===== config.mk =====
export PLATFORM = sky130hd
export DESIGN_NAME = mem_port_arbiter
export DESIGN_NICKNAME = d
export VERILOG_FILES = /design/src/rtl/mem_port_arbiter.sv
export SDC_FILE = /design/constraint.sdc
export NUM_CORES = 1
export LEC_CHECK = 0
export ABC_CLOCK_PERIOD_IN_PS = 2500
export BUFFER_PORTS_ARGS = -buffer_cell sky130_fd_sc_hd__buf_2
export CAP_MARGIN = 20
export CORE_AREA = 4 4 118 120
export CTS_CLUSTER_DIAMETER = 120
export DETAILED_ROUTE_END_ITERATION = 12
export DIE_AREA = 0 0 122 124
export PLACE_DENSITY_LB_ADDON = 0.25
export SYNTH_ARGS = -nofsm -noshare
export SYNTH_HDL_FRONTEND = slang
export SYNTH_SLANG_ARGS = --single-unit

===== constraint.sdc =====
create_clock -name clk -period 2.5 [get_ports clk]
set_input_delay 0.375 -clock clk [delete_from_list [all_inputs] [get_ports clk]]
set_output_delay 0.375 -clock clk [all_outputs]
set_load 0.02 [all_outputs]

===== src/rtl/mem_port_arbiter.sv =====
// mem_port_arbiter: shares one downstream memory port between the instruction-fetch (I)
// and data (D) requesters of the pipeline.
//
// Ports:
//   clk, rst_n                     clock, asynchronous active-low reset
//   i_read, i_write                I-side command levels, held until i_resp
//   i_address, i_byte_enable       I-side command fields
//   i_wdata                        I-side write data
//   i_resp, i_rdata                I-side completion pulse and read data
//   d_*                            same set of ports for the D side
//   mem_read, mem_write            downstream command, driven from the command latch
//   mem_address, mem_byte_enable   downstream command fields
//   mem_wdata                      downstream write data
//   mem_resp, mem_rdata            downstream completion pulse and read data
//
// One requester is granted at a time. Its command is latched on grant so that mem_* stays
// stable for the whole transaction, and the downstream response is routed back
// combinationally to the granted side only. Each resp is followed by one IDLE cycle.

module mem_port_arbiter #(
  parameter int unsigned ADDR_WIDTH = 32,
  parameter int unsigned DATA_WIDTH = 32
) (
  input  logic                    clk,
  input  logic                    rst_n,

  input  logic                    i_read,
  input  logic                    i_write,
  input  logic [ADDR_WIDTH-1:0]   i_address,
  input  logic [DATA_WIDTH/8-1:0] i_byte_enable,
  input  logic [DATA_WIDTH-1:0]   i_wdata,
  output logic                    i_resp,
  output logic [DATA_WIDTH-1:0]   i_rdata,

  input  logic                    d_read,
  input  logic                    d_write,
  input  logic [ADDR_WIDTH-1:0]   d_address,
  input  logic [DATA_WIDTH/8-1:0] d_byte_enable,
  input  logic [DATA_WIDTH-1:0]   d_wdata,
  output logic                    d_resp,
  output logic [DATA_WIDTH-1:0]   d_rdata,

  output logic                    mem_read,
  output logic                    mem_write,
  output logic [ADDR_WIDTH-1:0]   mem_address,
  output logic [DATA_WIDTH/8-1:0] mem_byte_enable,
  output logic [DATA_WIDTH-1:0]   mem_wdata,
  input  logic                    mem_resp,
  input  logic [DATA_WIDTH-1:0]   mem_rdata
);

  typedef enum logic [1:0] {
    StIdle,
    StServeI,
    StServeD
  } state_e;

  state_e                  state_q;
  logic                    last_d_q;
  logic                    lat_read_q;
  logic                    lat_write_q;
  logic [ADDR_WIDTH-1:0]   lat_address_q;
  logic [DATA_WIDTH/8-1:0] lat_byte_enable_q;
  logic [DATA_WIDTH-1:0]   lat_wdata_q;

  logic i_pend;
  logic d_pend;
  logic grant_d;

  assign i_pend  = i_read | i_write;
  assign d_pend  = d_read | d_write;
  // D wins when alone, or when both are pending and I was granted last.
  assign grant_d = d_pend & (~i_pend | ~last_d_q);

  always_ff @(posedge clk or negedge rst_n) begin
    if (!rst_n) begin
      state_q           <= StIdle;
      last_d_q          <= 1'b0;
      lat_read_q        <= 1'b0;
      lat_write_q       <= 1'b0;
      lat_address_q     <= '0;
      lat_byte_enable_q <= '0;
      lat_wdata_q       <= '0;
    end else begin
      unique case (state_q)
        StIdle: begin
          // Read+write together resolves to a write, so mem_read/mem_write stay exclusive.
          if (grant_d) begin
            lat_read_q        <= d_read & ~d_write;
            lat_write_q       <= d_write;
            lat_address_q     <= d_address;
            lat_byte_enable_q <= d_byte_enable;
            lat_wdata_q       <= d_wdata;
            state_q           <= StServeD;
          end else if (i_pend) begin
            lat_read_q        <= i_read & ~i_write;
            lat_write_q       <= i_write;
            lat_address_q     <= i_address;
            lat_byte_enable_q <= i_byte_enable;
            lat_wdata_q       <= i_wdata;
            state_q           <= StServeI;
          end
        end
        StServeI: begin
          if (mem_resp) begin
            last_d_q    <= 1'b0;
            lat_read_q  <= 1'b0;
            lat_write_q <= 1'b0;
            state_q     <= StIdle;
          end
        end
        StServeD: begin
          if (mem_resp) begin
            last_d_q    <= 1'b1;
            lat_read_q  <= 1'b0;
            lat_write_q <= 1'b0;
            state_q     <= StIdle;
          end
        end
        default: begin
          lat_read_q  <= 1'b0;
          lat_write_q <= 1'b0;
          state_q     <= StIdle;
        end
      endcase
    end
  end

  // Command strobes are cleared on resp, so they read 0 throughout IDLE.
  assign mem_read        = lat_read_q;
  assign mem_write       = lat_write_q;
  assign mem_address     = lat_address_q;
  assign mem_byte_enable = lat_byte_enable_q;
  assign mem_wdata       = lat_wdata_q;

  assign i_resp  = (state_q == StServeI) & mem_resp;
  assign d_resp  = (state_q == StServeD) & mem_resp;
  assign i_rdata = mem_rdata;
  assign d_rdata = mem_rdata;

endmodule


==> run metrics <==
RD Place Congestion=about 0.7; buffers plus inverters on the worst setup path=2; routed vias/inst=a little over 5; RSZ-0062 raised after global routing=false; Seq/Total Area, Yosys=0.438; crit path max-delay cell type=buf_4; Synth Area in Adders=0.00900; fin nets=789; global-route wire length before repair=20400 um; post-detailed-routing wire length=13900 um; Leak=2.40 nW; main combinational cell family by area after synthesis=compound AO/OA/AOI/OAI gates; post-cts resize count=0; Yosys reg bits=73; placed insts=a little under 800; TNS Setup=0 ns; Die ar.=15100 um^2; CTS tree=built; Comb power frac=0.482; type of the worst min-delay path=input pin to asynchronous set/reset pin; Tcrit/Tclk final=0.769; family with the most delay on the worst path=compound AO/OA/AOI/OAI gates; Slew @ Worst Pin=about 0.96 ns; DIE HEIGHT=124 um; Reg clk slew, reported paths=approximately 0.060 ns; Num CTS Buffers=9; H-tree Lvls=3; DR WL/cell=approximately 18 um; post-cts hold buffer count=0; total power=6.90 mW; commonest non-fill, non-tap cell in the layout=buf_2; clk_lat worst skew=0.33 ns; Ports=just over 300; post-CTS setup repair buffer count=0; Port Buf Inserts=214; drt drc=0; worst clock skew=0.00594 ns; Via Count=between 4000 and 5000; Yosys cell types=28; Synth Area in Compound Gates=0.208; Clock Power Share=0.209; row count=42; DR pass1 iterations=5; Hold Fails Final Rpt=0; Synthesized Nets=664; max frequency=520 MHz; maxcap violations=0; hpwl dp=10200 um; DR iter-0 viols=266; sw frac=0.442; largest net degree at the start of global routing=between 70 and 80; hold slack=0.195 ns; Synth-to-Final Area Change=23.0%; relative slew slack=0.362; Critical Path Source Type=flop; post-synthesis mux area share=0; Flop pwr share=0.309; Worst path max stage delay=0.48 ns; critical path endpoint category=flop; CP max FO=63; Final ANT Viol Nets=0; vias in the first global route=approximately 3800; Clock Path Buffers=2; diode count=0; Post-Synth XOR/XNOR Area=0; cell-internal power=between 3 and 4 mW; yosys warns=0; share of cells above drive strength 1=0.396; Setup-failing EPs final=0; Main synth FF type=dfrtp_1; GRT Util Overall=0.173; non-filler cells, final=792; Simple-Gate Fraction of Synth Area=0.155; class of the most critical setup path=flop to flop; Die W=122 um; P_sw=approximately 3.1 mW; crit-path cells=inv_1, ha_1, o41a_2, buf_4, o21ai_2, o32ai_1; CTS root buf=clkbuf_16; Slew Limit Fails=0; # clock sinks=73; Period minus WS final=1.92 ns; synthesized cell area=4170 um^2; status=finished, final reports clean; syn avg cell area=8.58 um^2; Initial Util=0.321; EDFF count, synth=0; most frequent cells in the layout=buf_2 (213), dfrtp_1 (73), nor2_1 (69); Post-Synthesis Cells=486; asr flop ratio synth=1.00; Worst EP required=2.72 ns; core area=between 10000 and 15000 um^2; cell area power density=between 1000 and 1500 nW/um^2; grt ovf=0; initial antenna violation count=0; # fillers=between 1000 and 1500; arrival time worst endpoint=2.14 ns; Worst IR Drop VDD=747 uV
synth_stat cells (2+ instances only):
library cell,instances,area [um^2]
o21ai_2,2,17.5
buf_6,12,135
buf_2,7,35.0
buf_4,68,510
inv_1,7,26.3
o22ai_1,2,12.5
o32ai_1,2,17.5
ha_1,3,37.5
clkbuf_1,22,82.6
a31oi_1,68,425
o21ai_0,68,340
nor2_1,70,263
nand3_1,68,340
dfrtp_1,73,1830
path summary, 6_finish.rpt:
check / start / to / slack, ns / depth (start not counted)
worst max-delay path: state_q[0] / mem_write / 0.58 / 6
worst min-delay path: rst_n / mem_wdata[7] / 0.19 / 1
worst max register to register: state_q[0] / mem_write / 0.58 / 6
worst min register to register: mem_wdata[11] / mem_wdata[11] / 0.55 / 2
max in group asynchronous: rst_n / state_q[1] / 1.69 / 1
min in group clk: d_address[18] / mem_address[18] / 0.30 / 3
cell families after synthesis:
family                     after synthesis
buffers and inverters                  116
adders and majority gates                3
DFF                                     73
and+or+nand+nor                        145
AOI/OAI and AO/OA                      149
power groups by stage:
stage	Sequential, mW	Combinational, mW	Clock, mW
2_1_floorplan	2.84	1.86	0
3_3_place_gp	2.13	3.33	0
3_5_place_dp	2.16	3.36	0
4_1_cts	2.14	3.36	1.48
5_1_grt	2.21	3.66	1.53
6_report	2.14	3.33	1.44
cell type report:
type / count / area, um^2 / area share
multi-input cells: 297 / 1570 / 0.306
inverters: 7 / 26.3 / 0.00512
well taps: 176 / 220 / 0.0429
flip-flops and latches: 73 / 1830 / 0.356
repair buffers: 223 / 1150 / 0.225
clock buffers: 12 / 256 / 0.0500
clock inverters: 4 / 73.8 / 0.0144
metal layers:
| layer | global-route usage | routed length, um |
|---|---|---|
| met5 | 0 | 0 |
| met4 | 0.0700 | 345 |
| met3 | 0.0618 | 1370 |
| met2 | 0.287 | 6840 |
| met1 | 0.204 | 5330 |
registers in the layout (all words and copies together), names as in the netlist:
register	count
last_d_q	1
mem_address	32
mem_byte_enable	4
mem_write	1
mem_read	1
state_q	2
mem_wdata	32
stage by stage:
stage	setup WS, ns	area (um^2)	utilization
after floorplan	1.02	4170	-
after global placement	0.632	4800	0.370
after detailed placement	0.587	4800	0.370
after CTS	0.570	5130	0.395
after global routing	0.443	5130	0.395
final	0.578	5130	0.395
No activity file was read; power rests on OpenSTA's default activity.
